<file path="src/rtl/aes_mem_driver.sv">
`default_nettype none
// ============================================================================
// Module   : aes_mem_driver
// Purpose  : Host-side initiator for the shared AES scratch memory. Loads an
//            input word stream into the input region, zero-pads it to whole
//            128-bit blocks and appends the 0xDEADBEEF terminator. It then
//            runs the AES engine through its control register, reads the
//            result words back from the output region and streams them out.
//            The memory port belongs to this block whenever aes_ctrl_out is
//            zero.
// Ports    : clk_in, rst_in            clock, async active-high reset
//            mode_in                   0 = encrypt, 1 = decrypt (first word)
//            s_data/valid/last_in,
//            s_ready_out               input word stream
//            m_data/valid/last_out,
//            m_ready_in                result word stream
//            mem_addr/we/data_out,
//            mem_data_in               shared scratch memory port
//            aes_ctrl_out,
//            aes_complete_in           engine control / completion
//            busy_out, done_out,
//            err_out                   status (err_out is sticky)
// Revision : 1.0 - initial release
// ============================================================================
module aes_mem_driver #(
  parameter int IN_BASE    = 0,
  parameter int OUT_BASE   = 257,
  parameter int MAX_WORDS  = 256,
  parameter int RD_LATENCY = 2
) (
  input  logic        clk_in,
  input  logic        rst_in,
  input  logic        mode_in,
  input  logic [31:0] s_data_in,
  input  logic        s_valid_in,
  input  logic        s_last_in,
  output logic        s_ready_out,
  output logic [31:0] m_data_out,
  output logic        m_valid_out,
  output logic        m_last_out,
  input  logic        m_ready_in,
  output logic [9:0]  mem_addr_out,
  output logic [3:0]  mem_we_out,
  output logic [31:0] mem_data_out,
  input  logic [31:0] mem_data_in,
  output logic [2:0]  aes_ctrl_out,
  input  logic        aes_complete_in,
  output logic        busy_out,
  output logic        done_out,
  output logic        err_out
);

  localparam logic [31:0] c_term_word = 32'hDEADBEEF;
  localparam logic [9:0]  c_in_base   = 10'(IN_BASE);
  localparam logic [9:0]  c_out_base  = 10'(OUT_BASE);
  localparam logic [8:0]  c_max_words = 9'(MAX_WORDS);
  localparam int          c_wait_w    = (RD_LATENCY > 1) ? $clog2(RD_LATENCY) : 1;
  localparam logic [c_wait_w-1:0] c_wait_last = c_wait_w'(RD_LATENCY - 1);

  typedef enum logic [3:0] {
    ST_IDLE     = 4'd0,
    ST_LOAD     = 4'd1,
    ST_PAD      = 4'd2,
    ST_TERM     = 4'd3,
    ST_RUN      = 4'd4,
    ST_RELEASE  = 4'd5,
    ST_RD_ISSUE = 4'd6,
    ST_RD_WAIT  = 4'd7,
    ST_EMIT     = 4'd8,
    ST_FIN      = 4'd9
  } state_t;

  // Current-state registers
  state_t              r_state;
  logic [8:0]          r_n;
  logic [8:0]          r_k;
  logic [c_wait_w-1:0] r_wait;
  logic                r_mode;
  logic [31:0]         r_rdata;

  // Registered outputs
  logic        r_s_ready;
  logic [31:0] r_m_data;
  logic        r_m_valid;
  logic        r_m_last;
  logic [9:0]  r_mem_addr;
  logic [3:0]  r_mem_we;
  logic [31:0] r_mem_data;
  logic [2:0]  r_aes_ctrl;
  logic        r_busy;
  logic        r_done;
  logic        r_err;

  // Next-state values
  state_t              w_state;
  logic [8:0]          w_n;
  logic [8:0]          w_k;
  logic [c_wait_w-1:0] w_wait;
  logic                w_mode;
  logic [31:0]         w_rdata;
  logic [31:0]         w_m_data;
  logic                w_m_valid;
  logic                w_m_last;
  logic [9:0]          w_mem_addr;
  logic [3:0]          w_mem_we;
  logic [31:0]         w_mem_data;
  logic [2:0]          w_aes_ctrl;
  logic                w_done;
  logic                w_err;
  logic                w_hs;
  logic [9:0]          w_in_addr;
  logic [2:0]          w_run_ctrl;

  assign w_hs       = s_valid_in && r_s_ready;
  assign w_in_addr  = c_in_base + {1'b0, r_n};
  assign w_run_ctrl = r_mode ? 3'b010 : 3'b001;

  always_comb begin
    w_state    = r_state;
    w_n        = r_n;
    w_k        = r_k;
    w_wait     = r_wait;
    w_mode     = r_mode;
    w_rdata    = r_rdata;
    w_m_data   = r_m_data;
    w_m_valid  = r_m_valid;
    w_m_last   = r_m_last;
    w_mem_addr = r_mem_addr;
    w_mem_we   = 4'h0;
    w_mem_data = 32'h0;
    w_aes_ctrl = 3'b000;
    w_done     = 1'b0;
    w_err      = r_err;

    case (r_state)
      ST_IDLE, ST_LOAD: begin
        if (w_hs) begin
          if (r_state == ST_IDLE) begin
            w_mode = mode_in;
            w_err  = 1'b0;
          end
          if (s_data_in == c_term_word) begin
            // A payload word equal to the terminator would truncate the
            // engine's scan; abort without writing it.
            w_err   = 1'b1;
            w_state = ST_FIN;
            w_done  = 1'b1;
          end else begin
            w_mem_addr = w_in_addr;
            w_mem_we   = 4'hf;
            w_mem_data = s_data_in;
            w_n        = r_n + 9'd1;
            if (s_last_in) begin
              w_state = ST_PAD;
            end else if (w_n == c_max_words) begin
              w_err   = 1'b1;
              w_state = ST_PAD;
            end else begin
              w_state = ST_LOAD;
            end
          end
        end
      end

      ST_PAD: begin
        w_mem_addr = w_in_addr;
        w_mem_we   = 4'hf;
        if (r_n[1:0] != 2'b00) begin
          w_mem_data = 32'h0;
          w_n        = r_n + 9'd1;
        end else begin
          // The terminator write is registered here so it is on the bus
          // during TERM, leaving TERM->RUN free of any write overlap.
          w_mem_data = c_term_word;
          w_state    = ST_TERM;
        end
      end

      ST_TERM: begin
        w_mem_addr = 10'd0;
        w_aes_ctrl = w_run_ctrl;
        w_state    = ST_RUN;
      end

      ST_RUN: begin
        w_mem_addr = 10'd0;
        if (aes_complete_in) begin
          w_state = ST_RELEASE;
        end else begin
          w_aes_ctrl = w_run_ctrl;
        end
      end

      ST_RELEASE: begin
        w_k        = 9'd0;
        w_mem_addr = c_out_base;
        w_state    = ST_RD_ISSUE;
      end

      ST_RD_ISSUE: begin
        w_wait  = '0;
        w_state = ST_RD_WAIT;
      end

      ST_RD_WAIT: begin
        if (r_wait == c_wait_last) begin
          w_rdata = mem_data_in;
          w_state = ST_EMIT;
          if (r_k != r_n) begin
            w_m_data  = mem_data_in;
            w_m_valid = 1'b1;
            w_m_last  = (r_k == (r_n - 9'd1));
          end
        end else begin
          w_wait = r_wait + 1'b1;
        end
      end

      ST_EMIT: begin
        if (r_k != r_n) begin
          if (m_ready_in) begin
            w_m_valid  = 1'b0;
            w_m_last   = 1'b0;
            w_k        = r_k + 9'd1;
            w_mem_addr = c_out_base + {1'b0, w_k};
            w_state    = ST_RD_ISSUE;
          end
        end else begin
          // Word just past the payload must be the engine's terminator.
          if (r_rdata != c_term_word) begin
            w_err = 1'b1;
          end
          w_done  = 1'b1;
          w_state = ST_FIN;
        end
      end

      ST_FIN: begin
        w_n        = 9'd0;
        w_mem_addr = 10'd0;
        w_state    = ST_IDLE;
      end

      default: begin
        w_state = ST_IDLE;
      end
    endcase
  end

  always_ff @(posedge clk_in or posedge rst_in) begin
    if (rst_in) begin
      r_state    <= ST_IDLE;
      r_n        <= 9'd0;
      r_k        <= 9'd0;
      r_wait     <= '0;
      r_mode     <= 1'b0;
      r_rdata    <= 32'h0;
      r_s_ready  <= 1'b0;
      r_m_data   <= 32'h0;
      r_m_valid  <= 1'b0;
      r_m_last   <= 1'b0;
      r_mem_addr <= 10'd0;
      r_mem_we   <= 4'h0;
      r_mem_data <= 32'h0;
      r_aes_ctrl <= 3'b000;
      r_busy     <= 1'b0;
      r_done     <= 1'b0;
      r_err      <= 1'b0;
    end else begin
      r_state    <= w_state;
      r_n        <= w_n;
      r_k        <= w_k;
      r_wait     <= w_wait;
      r_mode     <= w_mode;
      r_rdata    <= w_rdata;
      r_s_ready  <= (w_state == ST_IDLE) || (w_state == ST_LOAD);
      r_m_data   <= w_m_data;
      r_m_valid  <= w_m_valid;
      r_m_last   <= w_m_last;
      r_mem_addr <= w_mem_addr;
      r_mem_we   <= w_mem_we;
      r_mem_data <= w_mem_data;
      r_aes_ctrl <= w_aes_ctrl;
      r_busy     <= (w_state != ST_IDLE);
      r_done     <= w_done;
      r_err      <= w_err;
    end
  end

  assign s_ready_out  = r_s_ready;
  assign m_data_out   = r_m_data;
  assign m_valid_out  = r_m_valid;
  assign m_last_out   = r_m_last;
  assign mem_addr_out = r_mem_addr;
  assign mem_we_out   = r_mem_we;
  assign mem_data_out = r_mem_data;
  assign aes_ctrl_out = r_aes_ctrl;
  assign busy_out     = r_busy;
  assign done_out     = r_done;
  assign err_out      = r_err;

endmodule
`default_nettype wire

</file>
<file path="config.mk">
export PLATFORM = sky130hd
export DESIGN_NAME = aes_mem_driver
export DESIGN_NICKNAME = d
export VERILOG_FILES = /design/src/rtl/aes_mem_driver.sv
export SDC_FILE = /design/constraint.sdc
export NUM_CORES = 1
export LEC_CHECK = 0
export BUFFER_PORTS_ARGS = -buffer_cell sky130_fd_sc_hd__buf_4
export CORE_MARGIN = 2
export CORE_UTILIZATION = 42
export CTS_CLUSTER_DIAMETER = 60
export DETAILED_ROUTE_END_ITERATION = 6
export GPL_TIMING_DRIVEN = 0
export PLACE_DENSITY_LB_ADDON = 0.2
export SKIP_LAST_GASP = 1
export SYNTH_ARGS = -nofsm -noshare
export SYNTH_HDL_FRONTEND = slang
export SYNTH_SLANG_ARGS = --single-unit
</file>
<file path="constraint.sdc">
create_clock -name clk_in -period 4.7 [get_ports clk_in]
set_input_delay 0.47 -clock clk_in [delete_from_list [all_inputs] [get_ports clk_in]]
set_output_delay 0.47 -clock clk_in [all_outputs]
set_load 0.02 [all_outputs]
</file>
==> metrics.cfg, run 1 <==
[setup_path]
start_kind = flop
required_ps = 5000
r2r_cells = 8
critPathKind = reg2reg
worst-path-max-fanout = 8
critPathSlowestCell = dfrtp_1
slowest_delay_ps = 520
cp-end-kind = flop
crit_top_cell = xnor2_1
worstPathCellList = ha_1 > clkbuf_1 > xnor2_1 > nor3_1 > a21boi_0 > nand3_1 > xnor2_1 > a221o_1
arrival_ps = 2950

[routing]
postRouteWirelength_microns = 17000
drt_first_iter_violations = 383
vias = 5287
drc_errors = 0
detail-route-antenna-nets = 0
drt_pass1_iterations = 5
wl_per_cell_microns = 17.1
viasPerCell = 5.32

[yosys]
ys_warn_count = 0
syn_avg_cell_area_sq_um = 11.1
syn_inst = 593
syn-cell-area_sq_um = 6610
synth_flop_cell = dfrtp_1
synth_cell_types = 63
yosys-top-cells-area = dfrtp_1, mux2_2, a21o_1, o21ai_0, nand2_1
syn-num-nets = 669
yosysSeqAreaShare_pct = 52.6
yosys.area.top_type = dfrtp_1
synth_edf_count = 0
async_flop_share_pct = 100
yosys.area.top_type_share_pct = 52.6
yosys_register_bits = 139

[final_layout]
layout-drive-gt1-share_pct = 36.2
utilization_pct = 56.7
antenna_cells = 0
postLayoutCellArea_sq_um = 8680
area_growth_syn_to_layout_pct = 31.3
finalNetCount = 845

[grt]
grt_antenna_before_repair = 0
grt_max_degree = 86
grt_pass1_wl_microns = 27600
overflow = 0
grt_usage_pct = 21.2
grt_pass1_vias = 5438

[placement]
pre_cts_ws_ps = 2110
dpl_cell_area_sq_um = 8080
portBuffers = 156
place_congestion = 0.876
hpwl_microns = 12400

[die]
die_h_microns = 129
core_area_sq_um = 15300
num_io_pins = 158
rows = 45
dieWidth_microns = 129
start_util_pct = 43.2
die_area_sq_um = 16800

[clocking]
clockRootBuffer = clkbuf_16
cts_tree = built
htree_num_levels = 4
cts_resized = 0
numCtsBuffers = 17
cts.clk_slew.worst_paths_ps = 60
worstSkewPairLatency_ps = 420
cts_setup_buffers = 0
hold_buffers = 0
clockBufferDepth = 2
cts_sinks = 139

[timing]
rsz0062_at_grt = false
drv_slew = 0
hold_viol = 0
setup_viol = 0
layout_setup_ws_ps = 2050
fmax_mhz = 377
relSlewSlack_pct = 46.9
skew_ps = 6.40
tightest_slew_ps = 793
holdWs_ps = 89.8
period_share_pct = 56.5
setup-tns-final_ps = 0
layout_min_cycle_time_ps = 2650

[pwr]
pwr-share-clk_pct = 25.6
seq_power_share_pct = 34.8
swShare_pct = 35.5
vdd_drop_max_mv = 0.397
cellLeakagePower_nw = 4.22
p_sw_mw = 1.89
p_int_mw = 3.44
pwr-share-comb_pct = 39.6
power_density_nw_per_um2 = 614

[run]
cap_violations = 0

[min_path]
holdCritPathClass = in2async

[run_status]
outcome = finished, final reports clean

## layer usage
layer,GRT usage [%],vias to the layer above,part of all wire (%)
li1,-,2490,-
met1,27.6,2625,44
met2,35.2,155,51
met3,4.50,17,4.4
met4,7.46,0,1.2
met5,0,-,0
## path summary, 6_finish.rpt
| path | from | to | slack, ps |
|---|---|---|---|
| max | r_k[1] | mem_addr_out[7] | 2050 |
| min | rst_in | mem_data_out[11] | 90 |
| max reg2reg | r_k[1] | mem_addr_out[7] | 2050 |
| min reg2reg | r_mode | aes_ctrl_out[0] | 450 |
| max in group asynchronous | rst_in | r_k[3] | 3830 |
| min in group clk_in | s_data_in[15] | mem_data_out[15] | 250 |
## flip-flops by register name, summed over array words and instances, names as in the netlist
signal,flops
r_mode,1
r_state,4
r_rdata,32
m_data_out,32
done_out,1
r_wait,1
aes_ctrl_out,2
err_out,1
m_valid_out,1
mem_addr_out,10
r_k,9
mem_data_out,32
m_last_out,1
s_ready_out,1
busy_out,1
r_n,9
mem_we_out,1
## cell type report
class | instances | area, sq um
Fill cell | 1361 | 6630
Clock inverter | 14 | 173
Buffer | 43 | 201
Clock buffer | 18 | 429
Timing Repair Buffer | 157 | 1200
Inverter | 9 | 38.8
Multi-Input combinational cell | 402 | 2900
Tap cell | 211 | 264
Sequential cell | 139 | 3480
## per-stage QoR
step | power (mW) | std cells
6_report | 5.33 | 993
5_1_grt | 5.66 | 993
4_1_cts | 5.37 | 993
3_5_place_dp | 3.99 | 961
3_3_place_gp | 3.93 | 960
2_1_floorplan | 3.21 | 593
## cells by family (layout without fill, tap and decap cells)
| family | after synthesis | count (layout) | synth area share [%] |
|---|---|---|---|
| XOR/XNOR | 29 | 29 | 3.84 |
| other | 1 | 1 | 0.0567 |
| buffers and inverters | 52 | 241 | 3.56 |
| adder cells (fa/ha/maj) | 5 | 5 | 0.946 |
| AO/OA/AOI/OAI | 131 | 131 | 13.3 |
| flip-flops | 139 | 139 | 52.6 |
| AND/OR/NAND/NOR | 166 | 166 | 13.8 |
| multiplexers | 70 | 70 | 11.9 |
## placed cells by master (no fill, tap or decap), drive strengths merged, types with 4 or more instances in the layout
cell,n
buf,179
dfrtp,139
mux2,68
nand2,41
o21ai,40
clkbuf,39
a21o,29
nor2,25
xor2,15
a21oi,15
xnor2,14
nand3,13
nand4,13
nor2b,10
and2,10
nor3,10
inv,10
clkinv,8
or3,7
nand2b,6
a22oi,6
nand4b,6
o31ai,5
and3,5
nor4,5
ha,5
nor3b,4
## power groups by stage
| stage | registers [mW] | clock network, mW | logic [mW] |
|---|---|---|---|
| CTS | 1.86 | 1.38 | 2.12 |
| global route | 1.92 | 1.44 | 2.30 |
| global placement | 1.86 | 0 | 2.07 |
| floorplan | 2.11 | 0 | 1.10 |
| finish | 1.86 | 1.36 | 2.11 |
| detailed placement | 1.88 | 0 | 2.11 |
## worst max-delay path, delay by kind of cell, from the launching register on
kind	cells	cell delay, ps
AOI/OAI and AO/OA	2	800
and+or+nand+nor	2	420
DFF	1	520
buffers and inverters	1	260
xor gates and xnor gates	2	330
adders and majority gates	1	200
## cells in the mapped netlist (all sizes together), types with 3 or more instances
library cell / count
nand2: 41
nand2b: 6
dfrtp: 139
clkbuf: 21
a22oi: 6
nand4: 13
buf: 22
ha: 5
nor2: 25
nor4: 5
and2: 10
nand4bb: 3
nor3: 10
nor2b: 10
mux2: 68
a21oi: 15
a21o: 29
a32oi: 3
nand4b: 6
o31ai: 5
o31a: 3
inv: 9
o21ai: 40
xor2: 15
or3: 7
nor3b: 4
xnor2: 14
and3: 5
o21a: 3
nand3: 13
(Power assumes the default switching activity.)
==> run 2, diff against run 1 <==
--- a/config.mk
+++ b/config.mk
@@ -5,6 +5,7 @@
 export SDC_FILE = /design/constraint.sdc
 export NUM_CORES = 1
 export LEC_CHECK = 0
+export ABC_AREA = 1
 export BUFFER_PORTS_ARGS = -buffer_cell sky130_fd_sc_hd__buf_4
 export CORE_MARGIN = 2
 export CORE_UTILIZATION = 42
==> constraint.sdc (replaced) <==
create_clock -name clk_in -period 2.2 [get_ports clk_in]
set_input_delay 0.22 -clock clk_in [delete_from_list [all_inputs] [get_ports clk_in]]
set_output_delay 0.22 -clock clk_in [all_outputs]
set_load 0.02 [all_outputs]
==> run 2 against run 1 <==
Area after synthesis rose by 1.6%. Total power rose by 120%. Highest routed layer unchanged. Sequential power rose by 120%. Global-route usage rose by 0.26 points.
==> metrics.cfg, run 2 <==
[timing]
fmax_mhz = 496
rsz0062_at_grt = false
holdWs_ps = 13.0
layout_min_cycle_time_ps = 2020
drv_slew = 0
tightest_slew_ps = 716
layout_setup_ws_ps = 183
setup_viol = 0
period_share_pct = 91.7
relSlewSlack_pct = 52.2
setup-tns-final_ps = 0
skew_ps = 10.9
hold_viol = 0

[grt]
overflow = 0
grt_max_degree = 42
grt_antenna_before_repair = 0
grt_pass1_wl_microns = 28300
grt_pass1_vias = 5798
grt_usage_pct = 21.4

[pwr]
vdd_drop_max_mv = 0.647
cellLeakagePower_nw = 4.78
total_power_mw = 11.9
power_density_nw_per_um2 = 1330

[yosys]
synth_flop_cell = dfrtp_1
yosys.area.top_type = dfrtp_1
yosys-top-cells-area = dfrtp_1, nand2_1, inv_1, o21ai_0, nor2_1
syn-cell-area_sq_um = 6720
synth_mux_area_share_pct = 0
yosys.area_share.simple_pct = 27.8
syn-num-nets = 905
ys_warn_count = 0
async_flop_share_pct = 100
syn_avg_cell_area_sq_um = 8.10
synth_top_family_by_area = simple AND/OR/NAND/NOR gates
syn_inst = 829
synthAdderAreaFrac_pct = 0.932
synth_most_common_cell = nand2_1
yosysSeqAreaShare_pct = 51.8
synth_compound_area_share_pct = 9.48
yosys_register_bits = 139
synthTopCellsByCount = nand2_1, dfrtp_1, inv_1
synth_xor_area_share_pct = 1.55
yosys.area.top_type_share_pct = 51.8
synth_cell_types = 44
synth_edf_count = 0

[die]
core_area_sq_um = 15800
die_area_sq_um = 17000
dieWidth_microns = 130
rows = 46
die_h_microns = 130
start_util_pct = 42.6
num_io_pins = 158

[clocking]
cts.clk_slew.worst_paths_ps = 60
clockRootBuffer = clkbuf_16
numCtsBuffers = 17
clockBufferDepth = 2
cts_setup_buffers = 0
cts_tree = built
htree_num_levels = 4
cts_sinks = 139
worstSkewPairLatency_ps = 420

[placement]
place_congestion = 0.865
hpwl_microns = 12800
dpl.cell_count = 1204
portBuffers = 156
pre_cts_ws_ps = 224

[final_layout]
final_common_cell = nand2_1
layout-drive-gt1-share_pct = 26.2
final_cell_mix = nand2_1, buf_4, dfrtp_1
finalNonFillerCells = 1254
antenna_cells = 0
finalNetCount = 1101
area_growth_syn_to_layout_pct = 33.1

[setup_path]
arrival_ps = 2370
r2r_cells = 9
start_kind = flop
critPathKind = reg2reg
cp-end-kind = flop
required_ps = 2550
worst-path-max-fanout = 8

[routing]
drt_pass1_iterations = 5
detail-route-antenna-nets = 0
wl_per_cell_microns = 13.6
drc_errors = 0
postRouteWirelength_microns = 17100
drt_first_iter_violations = 290
vias = 5928
viasPerCell = 4.73

[min_path]
holdPathStages = 3
holdCritPathClass = in2reg

[run]
cap_violations = 0

[run_status]
outcome = finished, final reports clean

==> run 2: cell count changes in the layout (fill, tap and decap cells not counted), moves of 12 or more <==
cell / delta
xnor2_1: -12
nor2_1: +43
o21ai_0: +24
inv_1: +78
mux2_2: -68
nand2_1: +244
o21ai_1: +12
a21o_1: -29
dlygate4sd3_1: +18
inv_2: +17
o21ai_2: +13
nand3_1: +18
clkbuf_1: -13
==> run 2: metrics by stage <==
step / util (%) / instance area [sq um]
finish: 56.7 / 8940
global route: 56.7 / 8940
CTS: 56.7 / 8940
detailed placement: 52.1 / 8220
global placement: 51.7 / 8160
floorplan: - / 6720
==> run 2: report_power, final <==
part | switching [mW] | internal [mW]
Clock | 1.13 | 1.49
Sequential | 0.598 | 3.54
Combinational | 3.16 | 2.00
Total | 4.88 | 7.03
==> run 2: logic make-up after synthesis <==
family / count (synthesis)
and+or+nand+nor: 430
DFF: 139
buffers and inverters: 133
AOI/OAI and AO/OA: 110
xor gates and xnor gates: 11
adders and majority gates: 5
other: 1
==> run 2: per-layer routing <==
| layer | wire [microns] | GRT usage (%) | vias to the layer above | share of wire [%] |
|---|---|---|---|---|
| met1 | 7540 | 27.3 | 2784 | 44 |
| met4 | 273 | 5.82 | 0 | 1.6 |
| met2 | 8280 | 35.6 | 129 | 48 |
| met3 | 1010 | 6.88 | 22 | 5.9 |
| li1 | - | - | 2993 | - |
| met5 | 0 | 0 | - | 0 |
==> run 2: repair_timing <==
action,CTS,global route
resized for setup,0,1
hold buffers,18,0
setup endpoints to repair,0,1
endpoints found under the hold margin,47,0
==> run 2: final cells by class <==
cell class	count	area, sq um
Clock inverter	11	86.3
Timing Repair Buffer	177	1410
Clock buffer	21	450
Multi-Input combinational cell	557	2680
Fill cell	1514	6830
Sequential cell	139	3480
Tap cell	216	270
Buffer	25	155
Inverter	108	413
==> run 2: critical path, stage by stage (launching register included) <==
cell and delay, ps:
dfrtp_1 480, inv_1 150, ha_2 250, nand2_1 80
nor2_1 200, nand2_1 110, xor2_1 150, nor3_1 280
nand3_1 170, nand2_1 90
==> run 2: path summary, 6_finish.rpt <==
path	to	startpoint	slack (ps)
worst max-delay path	m_last_out	r_n[1]	180
worst min-delay path	m_data_out[8]	mem_data_in[8]	10
worst max register to register	m_last_out	r_n[1]	180
worst min register to register	aes_ctrl_out[0]	r_mode	430
max in group asynchronous	mem_data_out[28]	rst_in	800
min in group asynchronous	r_k[8]	rst_in	480
